**src/rtl/seven_seg_pkg.sv**
```systemverilog
// Shared definitions for the score seven-segment display.
//   seg_t         : segment vector, bit7=a .. bit1=g, bit0=h (decimal point)
//   SEG_DIGIT     : segment patterns for decimal digits 0..9 (active-high)
//   SEG_BLANK     : all segments off
//   conv_state_e  : binary-to-BCD converter state
//   seg_of()      : digit -> segment pattern, non-decimal nibbles blank
//   pow10()       : elaboration-time helper for the digit-count check
package seven_seg_pkg;

  typedef logic [7:0] seg_t;

  localparam seg_t SEG_BLANK = 8'h00;

  localparam seg_t SEG_DIGIT [0:9] = '{
    8'b1111_1100, 8'b0110_0000, 8'b1101_1010, 8'b1111_0010, 8'b0110_0110,
    8'b1011_0110, 8'b1011_1110, 8'b1110_0000, 8'b1111_1110, 8'b1111_0110
  };

  typedef enum logic [1:0] {
    CONV_IDLE  = 2'd0,
    CONV_SHIFT = 2'd1,
    CONV_DONE  = 2'd2
  } conv_state_e;

  function automatic seg_t seg_of(input logic [3:0] d);
    if (d > 4'd9) return SEG_BLANK;
    return SEG_DIGIT[d];
  endfunction

  function automatic longint unsigned pow10(input int n);
    longint unsigned p;
    p = 1;
    for (int k = 0; k < n; k++) p = p * 10;
    return p;
  endfunction

endpackage

```
**src/rtl/score_seven_seg_display_bcd.sv**
```systemverilog
// bin_to_bcd_seq: serial double-dabble binary-to-BCD converter.
//   clk, rst  : clock, synchronous active-high reset
//   i_start   : accepted only in IDLE; latches i_value and begins conversion
//   i_value   : binary value to convert (W bits)
//   o_busy    : high in SHIFT and DONE
//   o_done    : high for the single DONE cycle; o_bcd is valid then
//   o_bcd     : N BCD digits, digit 0 in bits [3:0]
//   o_state   : current converter state (debug)
// Handshake: i_start is a one-cycle request, honoured only while o_busy is low;
// the result is handed over during the cycle o_done is high.
module bin_to_bcd_seq
  import seven_seg_pkg::*;
#(
  parameter int W = 8,
  parameter int N = 3
) (
  input  logic           clk,
  input  logic           rst,
  input  logic           i_start,
  input  logic [W-1:0]   i_value,
  output logic           o_busy,
  output logic           o_done,
  output logic [4*N-1:0] o_bcd,
  output conv_state_e    o_state
);

  localparam int CW = $clog2(W + 1);

  conv_state_e    r_state;
  logic [W-1:0]   r_shift;
  logic [4*N-1:0] r_bcd;
  logic [CW-1:0]  r_cnt;
  logic           r_busy;
  logic           r_done;
  logic [4*N-1:0] w_adj;

  // Add-3 correction applied to every nibble before each shift.
  always_comb begin
    w_adj = r_bcd;
    for (int n = 0; n < N; n++) begin
      if (r_bcd[4*n +: 4] >= 4'd5) w_adj[4*n +: 4] = r_bcd[4*n +: 4] + 4'd3;
    end
  end

  always_ff @(posedge clk) begin
    if (rst) begin
      r_state <= CONV_IDLE;
      r_shift <= '0;
      r_bcd   <= '0;
      r_cnt   <= '0;
      r_busy  <= 1'b0;
      r_done  <= 1'b0;
    end else begin
      case (r_state)
        CONV_IDLE: begin
          if (i_start) begin
            r_shift <= i_value;
            r_bcd   <= '0;
            r_cnt   <= '0;
            r_busy  <= 1'b1;
            r_state <= CONV_SHIFT;
          end
        end
        CONV_SHIFT: begin
          {r_bcd, r_shift} <= {w_adj, r_shift} << 1;
          r_cnt <= r_cnt + 1'b1;
          if (r_cnt == CW'(W - 1)) begin
            r_done  <= 1'b1;
            r_state <= CONV_DONE;
          end
        end
        CONV_DONE: begin
          r_done  <= 1'b0;
          r_busy  <= 1'b0;
          r_state <= CONV_IDLE;
        end
        default: r_state <= CONV_IDLE;
      endcase
    end
  end

  assign o_busy  = r_busy;
  assign o_done  = r_done;
  assign o_bcd   = r_bcd;
  assign o_state = r_state;

endmodule

```
**src/rtl/score_seven_seg_display.sv**
```systemverilog
// score_seven_seg_display: shows a binary score in decimal on a multiplexed
// seven-segment display with leading-zero blanking and tear-free updates.
//   clk       : system clock
//   rst       : synchronous reset, active-high
//   score     : unsigned score, sampled every clock
//   abcdefgh  : segments, active-high, bit0 (dp) always 0
//   digit     : one-hot digit enable, bits >= n_show always 0
//   busy      : converter running
// Optional feature macro: SEVEN_SEG_BLINK_EN -- blink the display for one
// second (8 phases of 125 ms, odd phases dark) after each displayed change.
module score_seven_seg_display
  import seven_seg_pkg::*;
#(
  parameter int clk_mhz  = 50,
  parameter int w_digit  = 8,
  parameter int w_score  = 8,
  parameter int n_show   = 3,
  parameter int scan_div = clk_mhz * 1000
) (
  input  logic               clk,
  input  logic               rst,
  input  logic [w_score-1:0] score,
  output logic [7:0]         abcdefgh,
  output logic [w_digit-1:0] digit,
  output logic               busy
);

  localparam int IDX_W  = (n_show > 1) ? $clog2(n_show) : 1;
  localparam int SCAN_W = (scan_div > 1) ? $clog2(scan_div) : 1;

  if (pow10(n_show) < (longint'(1) << w_score)) begin : g_bad_digits
    $error("n_show too small to hold every score value");
  end
  if (w_digit < n_show) begin : g_bad_width
    $error("w_digit narrower than n_show");
  end

  logic [w_score-1:0]  r_last_score;
  logic [4*n_show-1:0] r_shown;
  logic [SCAN_W-1:0]   r_scan_cnt;
  logic [IDX_W-1:0]    r_idx;
  seg_t                r_seg;
  logic [w_digit-1:0]  r_digit;

  conv_state_e         w_state;
  logic                w_start;
  logic                w_done;
  logic [4*n_show-1:0] w_bcd;
  logic [3:0]          w_nib;
  logic                w_upper_nz;
  logic                w_blank;
  logic                w_force_off;

  // A new conversion is requested only while the converter is idle; any score
  // change during a conversion is picked up by the next idle comparison.
  assign w_start = (w_state == CONV_IDLE) && (score != r_last_score);

  bin_to_bcd_seq #(.W(w_score), .N(n_show)) u_conv (
    .clk     (clk),
    .rst     (rst),
    .i_start (w_start),
    .i_value (score),
    .o_busy  (busy),
    .o_done  (w_done),
    .o_bcd   (w_bcd),
    .o_state (w_state)
  );

  // Blank the current digit when it and every more significant digit are zero;
  // digit 0 is never blanked so a zero score still shows "0".
  always_comb begin
    w_nib      = r_shown[4*r_idx +: 4];
    w_upper_nz = 1'b0;
    for (int n = 0; n < n_show; n++) begin
      if ((IDX_W'(n) >= r_idx) && (r_shown[4*n +: 4] != 4'd0)) w_upper_nz = 1'b1;
    end
    w_blank = (r_idx != '0) && !w_upper_nz;
  end

`ifdef SEVEN_SEG_BLINK_EN
  localparam int PHASE_LEN = scan_div * 125;
  localparam int PH_W      = (PHASE_LEN > 1) ? $clog2(PHASE_LEN) : 1;

  logic            r_blink_on;
  logic [2:0]      r_blink_phase;
  logic [PH_W-1:0] r_blink_cnt;

  always_ff @(posedge clk) begin
    if (rst) begin
      r_blink_on    <= 1'b0;
      r_blink_phase <= '0;
      r_blink_cnt   <= '0;
    end else if (w_done && (w_bcd != r_shown)) begin
      r_blink_on    <= 1'b1;
      r_blink_phase <= '0;
      r_blink_cnt   <= '0;
    end else if (r_blink_on) begin
      if (r_blink_cnt == PH_W'(PHASE_LEN - 1)) begin
        r_blink_cnt <= '0;
        if (r_blink_phase == 3'd7) r_blink_on <= 1'b0;
        else                       r_blink_phase <= r_blink_phase + 3'd1;
      end else begin
        r_blink_cnt <= r_blink_cnt + 1'b1;
      end
    end
  end

  assign w_force_off = r_blink_on && r_blink_phase[0];
`else
  assign w_force_off = 1'b0;
`endif

  always_ff @(posedge clk) begin
    if (rst) begin
      r_last_score <= '0;
      r_shown      <= '0;
      r_scan_cnt   <= '0;
      r_idx        <= '0;
      r_seg        <= SEG_BLANK;
      r_digit      <= '0;
    end else begin
      if (w_start) r_last_score <= score;
      // All digits are replaced in the same cycle, so the display never tears.
      if (w_done)  r_shown <= w_bcd;
      if (r_scan_cnt == SCAN_W'(scan_div - 1)) begin
        r_scan_cnt <= '0;
        r_idx      <= (r_idx == IDX_W'(n_show - 1)) ? '0 : r_idx + 1'b1;
      end else begin
        r_scan_cnt <= r_scan_cnt + 1'b1;
      end
      r_digit <= w_digit'(1) << r_idx;
      r_seg   <= (w_blank || w_force_off) ? SEG_BLANK : seg_of(w_nib);
    end
  end

  assign abcdefgh = r_seg;
  assign digit    = r_digit;

endmodule
```
**config.mk**
```make
export PLATFORM = sky130hd
export DESIGN_NAME = score_seven_seg_display
export DESIGN_NICKNAME = d
export VERILOG_FILES = /design/src/rtl/seven_seg_pkg.sv /design/src/rtl/score_seven_seg_display_bcd.sv /design/src/rtl/score_seven_seg_display.sv
export SDC_FILE = /design/constraint.sdc
export NUM_CORES = 1
export LEC_CHECK = 0
export ABC_AREA = 1
export BUFFER_PORTS_ARGS = -buffer_cell sky130_fd_sc_hd__buf_4
export CAP_MARGIN = 5
export CORE_UTILIZATION = 60
export DETAILED_ROUTE_END_ITERATION = 6
export HOLD_SLACK_MARGIN = 0.06
export PLACE_DENSITY = 0.79
export SYNTH_ARGS = -nofsm -noshare
export SYNTH_HDL_FRONTEND = slang
export SYNTH_SLANG_ARGS = --single-unit
```
**constraint.sdc**
```tcl
create_clock -name clk -period 2.3 [get_ports clk]
set_input_delay 0.23 -clock clk [delete_from_list [all_inputs] [get_ports clk]]
set_output_delay 0.23 -clock clk [all_outputs]
set_load 0.02 [all_outputs]
```
==> metrics.md, run 1 <==
| Metric | Value |
|---|---|
| Outcome | finished clean |
| Clock Path Buffers | 2 |
| # diodes | 0 |
| Clock slew at reported path FFs | ~0.080 ns |
| F_max | 0.518 GHz |
| Top cell family by delay on the critical path | compound AO/OA/AOI/OAI gates |
| CP Data Arrival Time | ~2.2 ns |
| Residual DRC count | 0 |
| Main area contributors after synthesis | dfxtp_1 42%, nand2_1 9.3%, a21oi_1 8.0% |
| Lkg Pwr | approximately 1.6 nW |
| Setup Buffers After CTS | 0 |
| Ys async rst share | 0 |
| Final Util | 0.688 |
| Final hold vios | 0 |
| Syn_area_per_cell | ~7.5 um2 |
| Clock skew | between 0.005 and 0.006 ns |
| GP Congestion | 0.873 |
| Chip height | around 80 um |
| Hold Crit Class | in -> reg |
| Psw | about 0.00071 W |
| Fin crit period | 1.93 ns |
| CP peak stage delay | a little under 0.5 ns |
| Setup violations, final | 0 |
| Grt total ovfl | 0 |
| Die footprint | ~0.0064 mm2 |
| I/O pins | 27 |
| First-pass GRT wire length | approximately 12 mm |
| DR top layer | met4 |
| Synthesized cell area | 0.00365 mm2 |
| Fillcell total | between 400 and 500 |
| Nets | between 500 and 600 |
| Slew @ Worst Pin | 0.682 ns |
| Count leader, synth | nand2_1 |
| Post-Route M1 WL | 3.39 mm |
| Root Driver | clkbuf_8 |
| Chip width | approximately 80 um |
| Hold path endpoint | r_last_score[5] |
| Starting Density | 0.620 |
| Sequential fraction of the synthesis area | 0.422 |
| Flops & latches, synth | 77 |
| Routed WL | around 7.3 mm |
| Total number of vias | 3,142 |
| Post-cts sizing count | 0 |
| Peak supply drop | roughly 370 uV |
| Element type at the critical path start | flip-flop |
| Total CTS buffers | 9 |
| Element type at the critical path end | flip-flop |
| Critical-path top delay cell | a221oi_2 |
| CP Max Fanout | 7 |
| Req. time, crit path | 2.55 ns |
| Drt first-iter violations | 169 |
| EDFF count, synth | 0 |
| RR Endpoint | abcdefgh[1] |
| Met2 wire length | roughly 3.4 mm |
| CTS tree | done |
| Non-Filler Instances | ~580 |
| Yosys top cell by area | dfxtp_1 |
| Part of the power in registers | 0.493 |
| Stages on the worst setup path | 8 |
| Initial antenna violation count | 0 |
| Switching part of the total power | 0.249 |
| Post-synth cell types | 40 |
| Worst slew margin | 0.544 |
| Critical hold path startpoint | score[5] |
| Clock sink count | 77 |
| Clk pwr share | 0.404 |
| Core Footprint | 0.00589 mm2 |
| Post-route ant nets | 0 |
| Worst-Skew Late Latency | approximately 0.35 ns |
| Final Cycle Share | 0.839 |
| Vias in the first global route | ~2.7k |
| Largest net degree at the start of global routing | 35 |
| CP Buf/Inv Count | 1 |
| Power share of the combinational group | 0.103 |
| P_int | 0.00215 W |
| Setup_tns | 0 ns |
| Share of cells above drive strength 1 | 0.132 |
| H-tree levels | 3 |
| MaxCap Viol Count | 0 |
| R2r startpoint | r_idx[1] |
| FF-to-FF path depth | 8 |
| Share of the synthesized area in the top cell type | 0.422 |
| Min Hold Slack | about 0.17 ns |
| Wire per inst | 12.5 um |
| Synth top cells by count | 90 x nand2_1, 77 x dfxtp_1, 58 x a21oi_1 |
| Drt via density | approximately 5.4 |
| Dpl hpwl | around 4.9 mm |
| RSZ-0062 raised after global routing | false |
| WL met3 | around 400 um |
| Area of placed instances | roughly 0.0038 mm2 |
| Layout area overhead | 10.9% |
| Power per cell area | 708 mW/mm2 |
| R2R setup slack | between 0.3 and 0.4 ns |
| Row cnt | 28 |
| Hold Path Stages | 3 |
| Ys Warns | 0 |
| Dpl cells | 568 |
| Hold buffers post-CTS | 0 |
| Dominant synthesized flop cell | dfxtp_1 |
| Crit path cell chain | nor2_2, a221oi_2, inv_1, ha_1, o21ai_2, nand2_2, nand3_4, nor2_1 |
| Max-slew violations | 0 |
| Mapped Cells | 486 |
| GR Util All Layers | 0.239 |
| Detailed Routing Iterations Pass 1 | 5 |
| Number of buffers added on ports | 21 |
| Fin area | 0.00405 mm2 |
| Critical path class | reg -> reg |
==> layer usage <==
layer,up-vias,track usage
li1,1628,-
met1,1431,0.306
met2,70,0.397
met3,13,0.0514
met4,0,0.0804
met5,-,0
==> sequential cells by signal (all words and copies together) (netlist names) <==
name / cells
r_last_score: 8
digit: 4
u_conv.o_busy: 1
u_conv.r_cnt: 4
r_idx: 2
u_conv.o_done: 1
u_conv.o_state: 2
abcdefgh: 7
u_conv.o_bcd: 12
u_conv.r_shift: 8
r_scan_cnt: 16
r_shown: 12
==> worst reg2reg max path, cell delays in order, from the launching register on <==
cell and delay, ns:
dfxtp_1 0.45, nor2_2 0.11, a221oi_2 0.49, inv_1 0.16
ha_1 0.24, o21ai_2 0.14, nand2_2 0.08, nand3_4 0.09
nor2_1 0.06
==> how the worst max path moves through the flow <==
stage                  start           to
detailed placement  r_idx[1]  abcdefgh[1]
global route        r_idx[1]  abcdefgh[3]
finish              r_idx[1]  abcdefgh[1]
floorplan           r_idx[1]  abcdefgh[1]
global placement    r_idx[1]  abcdefgh[1]
CTS                 r_idx[1]  abcdefgh[1]
==> cells in the final DEF (no fill, tap or decap), types with 4 or more instances in the layout <==
master,Yosys,routed
conb_1,1,5
inv_2,6,6
nor2_2,5,5
nor2_1,35,35
nand3_1,46,46
a21oi_1,58,58
inv_1,46,46
nand2_2,5,5
nand4_1,4,4
ha_1,15,15
o21ai_1,4,4
nor3_1,8,8
xnor2_1,6,6
o21ai_0,28,28
buf_4,7,25
xor2_1,4,4
nor4_1,4,4
nand2_1,90,90
dfxtp_1,77,77
clkbuf_8,0,11
==> metrics by stage <==
stage	setup WS, ns	total power, W
after floorplan	0.600	0.00168
after global placement	0.497	0.00173
after detailed placement	0.396	0.00174
after CTS	0.376	0.00289
after global routing	0.271	0.00298
final	0.371	0.00287
==> power by group through the flow <==
stage | clock, W | combinational, W | sequential, W
5_1_grt | 0.00123 | 0.000333 | 0.00142
3_5_place_dp | 0 | 0.000294 | 0.00144
6_report | 0.00116 | 0.000294 | 0.00141
2_1_floorplan | 0 | 0.000226 | 0.00145
4_1_cts | 0.00118 | 0.000296 | 0.00141
3_3_place_gp | 0 | 0.000289 | 0.00144
==> area by class of cell <==
class                   instances  area (um2)  area share
clock buffers                  13         159      0.0393
multi-input cells             339        1800       0.445
well taps                      75        93.8      0.0232
flip-flops and latches         77        1540       0.381
clock inverters                 3        67.6      0.0167
repair buffers                 25         188      0.0464
inverters                      52         195      0.0482
==> cells by family after synthesis <==
| logic type | after synthesis | share of synthesized area |
|---|---|---|
| AOI/OAI and AO/OA | 99 | 0.144 |
| xor gates and xnor gates | 10 | 0.0240 |
| adders and majority gates | 15 | 0.0514 |
| buffers and inverters | 74 | 0.0881 |
| DFF | 77 | 0.422 |
| other | 1 | 0.00103 |
| and+or+nand+nor | 210 | 0.269 |
Power figures use the tool's default switching activity.
==> run 2: changes to the inputs <==
- ABC_AREA: 1 -> 0
- clock period: 2.3 -> 1.83 ns (I/O delays scaled with it)
==> run 2 against run 1 <==
Global-route usage is 3.4 points higher. Total power is 16% higher. Utilization is 6.1 points higher. Die area is 3.7% higher. Combinational power is 7.5% higher. Cell area is 11% higher. Clock power is 9% higher. Non-clock buffer count is 32 higher. Register-to-register slack worse by 0.36 ns. Via count is 6.7% higher. Synthesized cell count is 12% lower. Maximum frequency is 5.8% higher.
==> metrics.md, run 2 <==
| Metric | Value |
|---|---|
| Outcome | finished clean |
| Detailed Routing Iterations Pass 1 | 4 (-1) |
| GP Congestion | 0.878 (+0.55%) |
| Switching part of the total power | 0.257 (+0.00796) |
| Row cnt | 28 (unchanged) |
| Nets | 493 (-6.8%) |
| Clock Path Buffers | 2 (unchanged) |
| CTS tree | done |
| Slew @ Worst Pin | 0.502 ns (-0.181 ns) |
| Core Footprint | 0.00599 mm2 (+1.8%) |
| Drt first-iter violations | 142 (-16%) |
| Synthesized cell area | 0.00379 mm2 (+3.8%) |
| Initial antenna violation count | 0 (unchanged) |
| First-pass GRT wire length | 14.0 mm (+18%) |
| RSZ-0062 raised after global routing | true |
| Area of placed instances | 0.00423 mm2 (+11%) |
| Post-synth cell types | 53 (+33%) |
| Ys async rst share | 0 (unchanged) |
| Drt via density | 6.12 (+14%) |
| Dpl hpwl | 5.98 mm (+23%) |
| Final Cycle Share | 0.997 (+0.158) |
| Flops & latches, synth | 77 (unchanged) |
| Power per cell area | 744 mW/mm2 (+5.0%) |
| Max reg flops | 16 (unchanged) |
| Element type at the critical path start | flip-flop |
| P_int | 0.00248 W (+15%) |
| Synth Area in Compound Gates | 0.199 (+0.0554) |
| Final hold vios | 0 (unchanged) |
| H-tree levels | 3 (unchanged) |
| Crit path cell chain | or4bb_1, or4_4, or3_4, a21oi_2 |
| Layout area overhead | 18.4% |
| Synth Area in Adders | 0.0495 (-0.00190) |
| Part of the power in registers | 0.527 (+0.034) |
| Final Util | 0.749 (+0.0615) |
| Fin crit period | 1.82 ns (-0.105 ns) |
| Synth top cells by count | 77 x dfxtp_1, 38 x nor2_1, 27 x clkbuf_1 |
| Routed WL | 8.45 mm (+16%) |
| Largest net degree at the start of global routing | 44 (+26%) |
| Chip height | 81.5 um (+1.9%) |
| Clk pwr share | 0.379 (-0.025) |
| Peak supply drop | 502 uV (+36%) |
| Syn_area_per_cell | 8.82 um2 (+17%) |
| Element type at the critical path end | flip-flop |
| Share of the synthesized area in the top cell type | 0.407 (-0.0156) |
| Setup violations, final | 0 (unchanged) |
| Fin area | 0.00449 mm2 (+11%) |
| Starting Density | 0.633 (+0.0125) |
| GR Util All Layers | 0.273 (+0.0342) |
| Worst-Skew Late Latency | 0.35 ns (about the same) |
| CP Max Fanout | 3 (-4) |
| Grt total ovfl | 0 (unchanged) |
| Mapped Cells | 430 (-12%) |
| Total CTS buffers | 9 (unchanged) |
| I/O pins | 27 (unchanged) |
| Most common cell after layout, fill and taps aside | dfxtp_1 |
| Chip width | 81.5 um (+1.9%) |
| Total number of vias | 3,353 (+6.7%) |
| Ys Warns | 0 (unchanged) |
| Count leader, synth | dfxtp_1 |
| Critical path class | reg -> reg |
| Die footprint | 0.00664 mm2 (+3.7%) |
| Vias in the first global route | 3,164 (+19%) |
| Clock slew at reported path FFs | 0.08 ns (about the same) |
| Combinational family with the most area after synthesis | compound AO/OA/AOI/OAI gates |
| Fillcell total | 460 (-4.6%) |
| Req. time, crit path | 2.11 ns (-0.44 ns) |
| Wire per inst | 15.4 um (+24%) |
| Simple-gate portion of the synthesized area | 0.179 (-0.0902) |
| Top reg by flops | r_scan_cnt |
| Number of buffers added on ports | 21 (unchanged) |
| XOR/XNOR share of the synthesized area | 0.0531 (+0.0291) |
| Clock sink count | 77 (unchanged) |
| Lkg Pwr | 1.63 nW (+0.43%) |
| CP peak stage delay | 0.49 ns (about the same) |
| Main area contributors after synthesis | dfxtp_1 41%, ha_1 5.0%, mux2i_1 4.8% |
| Share of cells above drive strength 1 | 0.209 (+0.0777) |
| Mux contribution to synthesized area | 0.0535 (+0.0535) |
| Hold Crit Class | in -> reg |
| Power share of the combinational group | 0.095 (-0.008) |
| Root Driver | clkbuf_8 |
| Max-slew violations | 0 (unchanged) |
| Most frequent cells in the layout | 74 x dfxtp_1, 56 x buf_4, 38 x nor2_1, 26 x nand2_1, 20 x a21oi_1 |
| Post-route ant nets | 0 (unchanged) |
| Sequential fraction of the synthesis area | 0.407 (-0.0156) |
| Clock skew | 0.00976 ns (+0.00475 ns) |
| EDFF count, synth | 0 (unchanged) |
| # diodes | 0 (unchanged) |
| MaxCap Viol Count | 0 (unchanged) |
| Yosys top cell by area | dfxtp_1 |
| CP Data Arrival Time | 2.10 ns (-0.08 ns) |
| Worst slew margin | 0.665 (+0.120) |
| Dominant synthesized flop cell | dfxtp_1 |
| Psw | 0.000857 W (+20%) |
| Residual DRC count | 0 (unchanged) |
| Hold buffers post-CTS | 0 (unchanged) |
| F_max | 0.548 GHz (+5.8%) |
| Critical-path top delay cell | or4bb_1 |
==> run 2: cell count changes after synthesis, moves of 11 or more <==
cell and change:
inv_1 -27, o21ai_0 -11, nand2_1 -64, mux2i_1 +18, a21oi_1 -37, xnor2_1 +12
nand3_1 -30, nand4_1 +14, clkbuf_1 +17
==> run 2: final cells by class <==
class	instances	area [um2]	area share
clock inverters	5	60.1	0.0134
flip-flops and latches	77	1550	0.345
well taps	75	93.8	0.0209
repair buffers	57	440	0.0981
inverters	19	71.3	0.0159
clock buffers	11	131	0.0293
multi-input cells	304	2140	0.478
==> run 2: final timing paths <==
kind	startpoint	to	slack (ns)	depth (start not counted)
setup / recovery	r_scan_cnt[13]	r_idx[0]	0.006	4
setup reg to reg	r_scan_cnt[13]	r_idx[0]	0.006	4
hold / removal	score[6]	r_last_score[6]	0.14	3
hold reg to reg	r_last_score[4]	r_last_score[4]	0.48	2
==> run 2: through the flow <==
stage / cells / total power [W] / hold WS [ns] / TNS (ns) / setup slack (ns)
6_report: 548 / 0.00334 / 0.143 / 0 / 0.00627
2_1_floorplan: 434 / 0.00198 / 0.373 / -0.733 / -0.110
5_1_grt: 548 / 0.00346 / 0.155 / -0.532 / -0.0851
3_5_place_dp: 531 / 0.00210 / 0.472 / -0.0252 / -0.0152
3_3_place_gp: 531 / 0.00209 / 0.461 / 0 / 0.0603
4_1_cts: 547 / 0.00334 / 0.145 / 0 / 0.00418
==> run 2: power groups by stage <==
stage | clock network (W) | registers (W) | logic, W
after global routing | 0.00135 | 0.00176 | 0.000346
after detailed placement | 0 | 0.00180 | 0.000302
final | 0.00126 | 0.00176 | 0.000316
after CTS | 0.00128 | 0.00176 | 0.000304
after floorplan | 0 | 0.00180 | 0.000177
after global placement | 0 | 0.00179 | 0.000296
==> run 2: logic make-up after synthesis <==
kind of cell	after synthesis
AND/OR/NAND/NOR	133
AO/OA/AOI/OAI	108
flip-flops	77
buffers and inverters	53
XOR/XNOR	23
multiplexers	20
adder cells (fa/ha/maj)	15
other	1
==> run 2: repair_timing <==
item	4_1_cts	5_1_grt
resized for setup	2	12
buffers inserted	0	1
endpoints found under the setup margin	7	22
pin swaps	2	4
==> run 2: per-layer routing <==
layer	GRT usage	up-vias	wire (um)
met2	0.481	83	4260
met1	0.320	1608	3700
li1	-	1644	-
met4	0.138	0	172
met3	0.0422	18	314
met5	0	-	0
==> run 2: critical path: cells and delay by family (launching register included) <==
kind	cells	cell delay [ns]
AOI/OAI and AO/OA	1	0.14
DFF	1	0.33
and+or+nand+nor	3	1.29
==> run 3: changes to the inputs <==
- CORE_ASPECT_RATIO: default -> 1.2
- CORE_UTILIZATION: 60 -> 64
- PLACE_DENSITY: 0.79 -> 0.84
- SETUP_SLACK_MARGIN: default -> 0.3
- clock period: 1.83 -> 2.1 ns (I/O delays scaled with it)
==> run 3 against run 2 <==
Final cell count shrank 1.3%. Hold slack improved by 0.024 ns. Critical endpoint unchanged. Largest cell class unchanged. Critical path type unchanged. Combinational power fell by 19%.
==> metrics.md, run 3 (same netlist as run 2, synthesis figures left out) <==
| Metric | Value |
|---|---|
| Clock skew | 0.00590 ns (-0.00386 ns) |
| Area of placed instances | 0.00410 mm2 (-3.2%) |
| Routed WL | 8.36 mm (-1.1%) |
| Core Footprint | 0.00567 mm2 (-5.4%) |
| Largest net degree at the start of global routing | 44 (unchanged) |
| Critical hold path startpoint | score[2] |
| Nets | 483 (-2.0%) |
| R2R setup slack | 0.24 ns (+0.24 ns) |
| Final Cycle Share | 0.884 (-0.113) |
| MaxCap Viol Count | 0 (unchanged) |
| CP Max Fanout | 5 (+2) |
| Dpl hpwl | 5.64 mm (-5.7%) |
| Setup violations, final | 0 (unchanged) |
| Max reg flops | 16 (unchanged) |
| Most frequent cells in the layout | 69 x dfxtp_1, 47 x buf_4, 38 x nor2_1, 26 x nand2_1, 21 x a21oi_1 |
| Max-slew violations | 0 (unchanged) |
| Hold path endpoint | r_last_score[2] |
| Die footprint | 0.00624 mm2 (-6.1%) |
| CTS tree | done |
| Slew @ Worst Pin | 0.724 ns (+0.222 ns) |
| Clock slew at reported path FFs | 0.08 ns (about the same) |
| Outcome | finished clean |
| Clock sink count | 77 (unchanged) |
| RR Endpoint | r_idx[0] |
| GR Util All Layers | 0.278 (+0.00424) |
| Hold Crit Class | in -> reg |
| Layout area overhead | 15.2% |
| FF-to-FF path depth | 4 (unchanged) |
| # diodes | 0 (unchanged) |
| Clock Path Buffers | 2 (unchanged) |
| Initial antenna violation count | 0 (unchanged) |
| Worst slack at placement | 0.120 ns (+0.135 ns) |
| Hold Path Stages | 3 (unchanged) |
| Vias in the first global route | 3,012 (-4.8%) |
| Power per cell area | 625 mW/mm2 (-16%) |
| Worst-Skew Late Latency | 0.35 ns (about the same) |
| Total Power | 0.00273 W (-18%) |
| Lkg Pwr | 1.56 nW (-4.8%) |
| Detailed Routing Iterations Pass 1 | 5 (+1) |
| Root Driver | clkbuf_8 |
| Peak supply drop | 563 uV (+12%) |
| RSZ-0062 raised after global routing | true |
| I/O pins | 27 (unchanged) |
| Min Hold Slack | 0.167 ns (+0.0240 ns) |
| Critical path class | reg -> reg |
| Number of buffers added on ports | 21 (unchanged) |
| Post-route ant nets | 0 (unchanged) |
| Share of cells above drive strength 1 | 0.202 (-0.00757) |
| Worst Setup Slack, final | 0.244 ns (+0.238 ns) |
| Most common cell after layout, fill and taps aside | dfxtp_1 |
| Drt first-iter violations | 150 (+5.6%) |
| CP Data Arrival Time | 2.14 ns (+0.04 ns) |
| Element type at the critical path end | flip-flop |
| F_max | 0.539 GHz (-1.7%) |
| Setup_tns | 0 ns (unchanged) |
| Total CTS buffers | 9 (unchanged) |
| Chip width | 72.3 um (-11%) |
| Drt via density | 6.13 (+0.18%) |
| Fin area | 0.00437 mm2 (-2.7%) |
| Residual DRC count | 0 (unchanged) |
| Worst setup startpoint | r_scan_cnt[7] |
| Wire per inst | 15.5 um (+0.23%) |
| Hold buffers post-CTS | 0 (unchanged) |
| Top reg by flops | r_scan_cnt |
| Grt total ovfl | 0 (unchanged) |
| Final hold vios | 0 (unchanged) |
| R2r startpoint | r_scan_cnt[7] |
| Chip height | 86.3 um (+5.9%) |
| Total number of vias | 3,316 (-1.1%) |
| GP Congestion | 0.797 (-9.2%) |
| Fin crit period | 1.86 ns (+0.0322 ns) |
| Worst slew margin | 0.517 (-0.148) |
| Element type at the critical path start | flip-flop |
| Row cnt | 30 (+7.1%) |
| Req. time, crit path | 2.39 ns (+0.28 ns) |
| H-tree levels | 3 (unchanged) |
| First-pass GRT wire length | 13.6 mm (-3.0%) |
| Starting Density | 0.669 (+0.0360) |
==> run 3: cell types whose count changed in the layout (fill, tap and decap cells not counted), sizes merged <==
cell,change
clkinv,+1
clkinvlp,+1
clkbuf,-2
bufinv,-1
inv,-1
buf,-10
==> run 3: what timing repair did <==
item,4_1_cts,5_1_grt
resized for setup,6,13
gates cloned,0,0
pin swaps,2,1
setup buffers,4,4
endpoints found under the setup margin,27,36
==> run 3: area by class of cell <==
type,count,area (um2)
clock inverter,5,30.0
inverter,19,71.3
clock buffer,9,124
multi-input combinational,304,2130
timing repair buffer,47,353
tap,80,100
fill,404,1300
sequential,77,1560
==> run 3: power breakdown <==
| group | switching [W] | internal (W) | leakage (nW) |
|---|---|---|---|
| clock network | 0.000530 | 0.000409 | 0.0767 |
| logic | 0.000162 | 0.0000937 | 0.848 |
| registers | 0.0000349 | 0.00150 | 0.632 |
| total | 0.000727 | 0.00200 | 1.56 |
==> run 3: routing by layer <==
metal | global-route usage | wire length (um)
met5 | 0 | 0
met4 | 0.103 | 129
met3 | 0.0558 | 342
met2 | 0.489 | 4340
met1 | 0.330 | 3550
==> run 3: how the worst max path moves through the flow <==
stage | to | depth (start not counted)
2_1_floorplan | abcdefgh[2] | 8
3_3_place_gp | abcdefgh[2] | 7
3_5_place_dp | abcdefgh[4] | 7
4_1_cts | r_idx[0] | 4
5_1_grt | abcdefgh[2] | 8
6_report | r_idx[0] | 4
==> run 3: worst max-delay path, stage by stage, from the launching register on <==
cell and delay, ns:
dfxtp_4 0.35, or3_4 0.38, or4_4 0.58, or3_4 0.35, a21oi_2 0.13
==> run 3: metrics by stage <==
stage / utilization / std cells
detailed placement: 0.723 / 519
CTS: 0.758 / 537
global route: 0.770 / 541
floorplan: - / 434
finish: 0.770 / 541
global placement: 0.723 / 519
